==> src/rtl/sc_isa_pkg.sv <==
// Shared ISA definitions for the single-cycle processor: opcodes,
// instruction-word field positions and the loader FSM state encoding.
package sc_isa_pkg;

    // Primary opcodes
    localparam logic [3:0] OP_ALUR = 4'b0000;
    localparam logic [3:0] OP_CMPR = 4'b0010;
    localparam logic [3:0] OP_ALUI = 4'b1000;
    localparam logic [3:0] OP_CMPI = 4'b1010;
    localparam logic [3:0] OP_BR   = 4'b0110;
    localparam logic [3:0] OP_LW   = 4'b1001;
    localparam logic [3:0] OP_SW   = 4'b0101;
    localparam logic [3:0] OP_JAL  = 4'b1011;

    // Field LSB positions inside the 32-bit word
    localparam int F_RD_LSB  = 28;
    localparam int F_RS1_LSB = 24;
    localparam int F_RS2_LSB = 20;
    localparam int F_IMM_LSB = 8;
    localparam int F_OP_LSB  = 4;
    localparam int F_FN_LSB  = 0;

    // Loader FSM states
    typedef enum logic [1:0] {
        ST_IDLE  = 2'd0,
        ST_RUN   = 2'd1,
        ST_FLUSH = 2'd2,
        ST_FIN   = 2'd3
    } state_e;

    // R-type opcodes carry rs2 instead of an immediate
    function automatic logic is_rtype_op(input logic [3:0] op);
        return (op == OP_ALUR) || (op == OP_CMPR);
    endfunction

    function automatic logic is_legal_op(input logic [3:0] op);
        return is_rtype_op(op) || (op == OP_ALUI) || (op == OP_CMPI) ||
               (op == OP_BR)   || (op == OP_LW)   || (op == OP_SW)   ||
               (op == OP_JAL);
    endfunction

endpackage

==> src/rtl/sc_instr_pack.sv <==
// Combinational field-to-word packer with opcode legality check.
module sc_instr_pack
    import sc_isa_pkg::*;
(
    input  logic [3:0]  opcode_i,
    input  logic [3:0]  fn_i,
    input  logic [3:0]  rd_i,
    input  logic [3:0]  rs1_i,
    input  logic [3:0]  rs2_i,
    input  logic [15:0] imm_i,
    output logic [31:0] word_o,
    output logic        legal_o
);

    // Pack fields; R-type zero-fills the 12 bits below rs2, others carry imm verbatim
    always_comb begin
        word_o = '0;
        word_o[F_RD_LSB  +: 4] = rd_i;
        word_o[F_RS1_LSB +: 4] = rs1_i;
        word_o[F_OP_LSB  +: 4] = opcode_i;
        word_o[F_FN_LSB  +: 4] = fn_i;
        if (is_rtype_op(opcode_i)) begin
            word_o[F_RS2_LSB +: 4] = rs2_i;
        end else begin
            word_o[F_IMM_LSB +: 16] = imm_i;
        end
    end

    assign legal_o = is_legal_op(opcode_i);

endmodule

==> src/rtl/sc_instr_encoder.sv <==
// Streaming instruction encoder/loader: packs accepted field bundles and
// writes them to consecutive instruction-memory addresses from a base.
module sc_instr_encoder #(
    parameter int DBIT_SIZE      = 32,
    parameter int IMEM_ADDR_BITS = 10,
    parameter int CNT_BITS       = 10
) (
    input  logic                      clk,
    input  logic                      reset_n,
    input  logic                      start,
    input  logic [IMEM_ADDR_BITS-1:0] baseAddr,
    input  logic [CNT_BITS-1:0]       wordCount,
    input  logic                      inValid,
    output logic                      inReady,
    input  logic [3:0]                opcode,
    input  logic [3:0]                fn,
    input  logic [3:0]                rd,
    input  logic [3:0]                rs1,
    input  logic [3:0]                rs2,
    input  logic [15:0]               imm,
    output logic                      imemWrtEn,
    output logic [IMEM_ADDR_BITS-1:0] imemAddr,
    output logic [DBIT_SIZE-1:0]      imemWrtData,
    output logic                      busy,
    output logic                      done,
    output logic                      errFlag,
    output logic [CNT_BITS-1:0]       dropCount
);

    import sc_isa_pkg::*;

    state_e                    state_q, state_d;
    logic [CNT_BITS-1:0]       remain_q;
    logic [IMEM_ADDR_BITS-1:0] base_q;
    logic [IMEM_ADDR_BITS-1:0] idx_q;
    logic                      wen_q;
    logic [IMEM_ADDR_BITS-1:0] addr_q;
    logic [DBIT_SIZE-1:0]      data_q;
    logic                      err_q;
    logic [CNT_BITS-1:0]       drop_q;

    logic [31:0] packed_word;
    logic        packed_legal;
    logic        load_start;
    logic        accept;
    logic        last_accept;

    sc_instr_pack u_pack (
        .opcode_i (opcode),
        .fn_i     (fn),
        .rd_i     (rd),
        .rs1_i    (rs1),
        .rs2_i    (rs2),
        .imm_i    (imm),
        .word_o   (packed_word),
        .legal_o  (packed_legal)
    );

    assign load_start  = start && (state_q == ST_IDLE);
    assign accept      = inValid && (state_q == ST_RUN);
    assign last_accept = accept && (remain_q == CNT_BITS'(1));

    // FSM state register
    always_ff @(posedge clk or negedge reset_n) begin
        if (!reset_n) state_q <= ST_IDLE;
        else          state_q <= state_d;
    end

    // FSM next-state logic
    always_comb begin
        state_d = state_q;
        case (state_q)
            ST_IDLE:  if (start) state_d = (wordCount == '0) ? ST_FIN : ST_RUN;
            ST_RUN:   if (last_accept) state_d = ST_FLUSH;
            ST_FLUSH: state_d = ST_FIN;
            ST_FIN:   state_d = ST_IDLE;
            default:  state_d = ST_IDLE;
        endcase
    end

    // Load bookkeeping and registered write port; illegal bundles only bump the drop count
    always_ff @(posedge clk or negedge reset_n) begin
        if (!reset_n) begin
            remain_q <= '0;
            base_q   <= '0;
            idx_q    <= '0;
            wen_q    <= 1'b0;
            addr_q   <= '0;
            data_q   <= '0;
            err_q    <= 1'b0;
            drop_q   <= '0;
        end else begin
            wen_q <= 1'b0;
            if (load_start) begin
                base_q   <= baseAddr;
                idx_q    <= '0;
                remain_q <= wordCount;
                err_q    <= 1'b0;
                drop_q   <= '0;
            end
            if (accept) begin
                remain_q <= remain_q - CNT_BITS'(1);
                if (packed_legal) begin
                    wen_q  <= 1'b1;
                    addr_q <= base_q + idx_q;
                    data_q <= packed_word;
                    idx_q  <= idx_q + IMEM_ADDR_BITS'(1);
                end else begin
                    err_q  <= 1'b1;
                    drop_q <= drop_q + CNT_BITS'(1);
                end
            end
        end
    end

    assign inReady     = (state_q == ST_RUN);
    assign busy        = (state_q == ST_RUN) || (state_q == ST_FLUSH);
    assign done        = (state_q == ST_FIN);
    assign imemWrtEn   = wen_q;
    assign imemAddr    = addr_q;
    assign imemWrtData = data_q;
    assign errFlag     = err_q;
    assign dropCount   = drop_q;

endmodule
==> config.mk <==
export PLATFORM = sky130hd
export DESIGN_NAME = sc_instr_encoder
export DESIGN_NICKNAME = d
export VERILOG_FILES = /design/src/rtl/sc_isa_pkg.sv /design/src/rtl/sc_instr_pack.sv /design/src/rtl/sc_instr_encoder.sv
export SDC_FILE = /design/constraint.sdc
export NUM_CORES = 1
export LEC_CHECK = 0
export BUFFER_PORTS_ARGS = -buffer_cell sky130_fd_sc_hd__buf_2
export CAP_MARGIN = 20
export CORE_ASPECT_RATIO = 2
export CORE_MARGIN = 2
export CORE_UTILIZATION = 40
export CTS_CLUSTER_DIAMETER = 50
export DETAILED_ROUTE_END_ITERATION = 10
export GPL_ROUTABILITY_DRIVEN = 0
export SYNTH_ARGS = -nofsm -noshare
export SYNTH_HDL_FRONTEND = slang
export SYNTH_SLANG_ARGS = --single-unit
==> constraint.sdc <==
create_clock -name clk -period 4.9 [get_ports clk]
set_clock_uncertainty 0.05 [all_clocks]
set_input_delay 0.245 -clock clk [delete_from_list [all_inputs] [get_ports clk]]
set_output_delay 0.245 -clock clk [all_outputs]
set_load 0.1 [all_outputs]
==> flow_summary_export.csv <==
group,metric,value,unit
global_route,grt_max_degree,71,
synthesis,ys_async_sr_fraction,100,%
routing,viasPerCell,5.17,
die,coreArea,10500,µm²
global_route,grt_pass1_wl,17300,µm
place,portBuffers,116,
synthesis,syn_inst,475,
cts,cts_buffers,9,
global_route,overflow,0,
global_route,antenna_found_initial,0,
cts,postCtsHoldBufs,1,
die,ios,117,
synthesis,syn_area_per_cell,8.98,µm²
cts,cts_max_path_buffers,2,
timing,finalHoldViolCount,0,
timing,max_slew_margin,42.5,%
finish,syn2layout_area_growth,23.9,%
timing,final.setup.tns,0,ps
hold_path,hold_class,"in2reg",
routing,wirelength,10800,µm
cts,postCtsResizedCells,0,
timing,rsz0062_at_grt,"false",
critical_path,end_kind,"register",
timing,finalSetupViolations,0,
cts,htreeDepth,3,
critical_path,crit_path_top_delay_cell,"clkinv_1",
die,die_w,77.0,µm
timing,tightest_slew,863,ps
finish,fill_cells,1096,
routing,wl_met2,6200,µm
run_status,status,"finished, final reports clean",
critical_path,crit_path_max_fanout,70,
die,dieArea,11600,µm²
die,start_util,40.7,%
cts,clkSlewWorstSetupHoldPaths,70,ps
synthesis,syn_nets,554,
critical_path,path_class,"reg2reg",
cts,worstSkewPairLatency,350,ps
routing,dr.pass1.iters,4,
synthesis,synth_edf_count,0,
finish,layout.nets,667,
place,dp.final_hpwl,8000,µm
global_route,grt_util_all_layers,19.1,%
critical_path,critPathMaxStageDelay,560,ps
synthesis,yosysWarnings,0,
routing,routed.top_layer,"met4",
routing,drc,0,
routing,route.layer.met1.wl,3940,µm
die,rows,53,
critical_path,worstPathArrival,3210,ps
synthesis,synth_top_area_cell,"dfrtp_1",
critical_path,path_cells,"inv_1 > ha_1 > nand2_1 > or2_2 > buf_4 > clkinv_1 > buf_16 > a41oi_1 > a31oi_1",
timing,period_share,62.5,%
timing,min_period,3060,ps
routing,dr.first_iter.drc_count,139,
cts,cts_setup_buffers,0,
cts,cts.sinks,86,
job,cap_violations,0,
synthesis,seq_area_frac_synth,50.5,%
finish,drive_gt1_share,23.9,%
synthesis,syn_area,4260,µm²
synthesis,synth_ff_type,"dfrtp_1",
die,die_y,150,µm
routing,met3_length,436,µm
synthesis,ys_types,56,
routing,post_drt_wl_per_cell,14.8,µm
critical_path,required,5050,ps
synthesis,synth_seq_cells,86,
routing,vias,3786,
synthesis,synthTopCellsByArea,"dfrtp_1 (50%), nand2_1 (13%), ha_1 (5.3%)",
timing,final_max_slew_viol_count,0,
cts,cts_root_buf,"clkbuf_16",
synthesis,synth_top_cell_area_share,50.5,%
critical_path,start_kind,"register",
routing,ant_nets,0,
global_route,grt_pass1_vias,3651,
timing,fmax,327,MHz
cts,cts_tree,"done",
finish,utilization,50.4,%
cell families (layout without fill, tap and decap cells):
kind of cell	after synthesis	after routing	share of synthesized area, %
buffers and inverters	30	148	2.88
multiplexers	8	8	1.91
adder cells (fa/ha/maj)	19	19	5.75
AND/OR/NAND/NOR	231	231	23.6
other	0	2	0
AO/OA/AOI/OAI	93	93	13.8
XOR/XNOR	8	8	1.64
flip-flops	86	86	50.5
flip-flops by register name (all words and copies together) (netlist names):
signal / cells
remain_q: 10
dropCount: 10
imemWrtData: 32
errFlag: 1
imemAddr: 10
state_q: 2
base_q: 10
idx_q: 10
imemWrtEn: 1
layout by cell type (no fill, tap or decap), types with 3 or more instances in the layout:
master,instances
and3_1,6
a31oi_1,3
a22o_1,3
a22oi_1,3
xor2_1,5
clkbuf_16,9
nand3_1,24
ha_1,18
o21ai_0,40
buf_2,115
a211oi_1,4
a21oi_1,11
nand2_1,146
xnor2_1,3
mux2i_1,7
nor3_1,7
a21o_1,5
inv_1,11
buf_4,3
o31ai_1,4
nor2_1,24
nor4_1,3
or3_1,4
dfrtp_1,86
per-layer routing:
metal / GRT usage [%] / vias to the layer above
li1: - / 1861
met1: 20.4 / 1803
met2: 35.4 / 105
met3: 2.96 / 17
met4: 10.4 / 0
met5: 0 / -
layout make-up:
cell class	instances	area [µm²]	share of cell area [%]
repair buffers	120	636	12.0
diodes	2	5.00	0.0947
clock buffers	11	243	4.59
well taps	137	171	3.24
clock inverters	5	42.5	0.805
multi-input cells	359	1990	37.7
flip-flops and latches	86	2150	40.7
inverters	12	45.0	0.852
critical path: cells and delay by family (launching register included):
kind            cells  cell delay [ps]
simple gates        2              440
flops               1              380
compound gates      2              280
buf+inv             4             1520
fa+ha+maj           1              250
synth_stat cells, types with 3 or more instances:
cell type / count
dfrtp_1: 86
nand2_1: 146
nand3_1: 24
a21oi_1: 11
mux2i_1: 7
and3_1: 6
xnor2_1: 3
a22oi_1: 3
a21o_1: 5
o31ai_1: 4
xor2_1: 5
nor3_1: 7
a211oi_1: 4
inv_1: 11
nor4_1: 3
or3_1: 4
nor2_1: 24
clkbuf_1: 10
a22o_1: 3
buf_2: 8
o21ai_0: 40
ha_1: 18
a31oi_1: 3
final timing paths:
kind	to	depth (start not counted)	slack [ps]	startpoint
max reg2reg	idx_q[9]	9	1840	state_q[1]
max in group asynchronous	imemWrtData[4]	3	3430	reset_n
min reg2reg	imemWrtData[14]	2	410	imemWrtData[14]
min in group asynchronous	dropCount[3]	2	360	reset_n
min	imemWrtData[1]	3	30	fn[1]
max	idx_q[9]	9	1840	state_q[1]
through the flow:
stage	area (µm²)	setup slack, ps	std cells	hold WS, ps
finish	5280	1840	732	30.5
global route	5280	1660	730	41.8
CTS	5250	1260	729	28.4
detailed placement	4960	1320	712	206
global placement	4960	1450	712	202
floorplan	4260	2080	475	-101
Power is not shown: default switching activity piles up to over one toggle a cycle in this logic, so the estimate is an artifact.
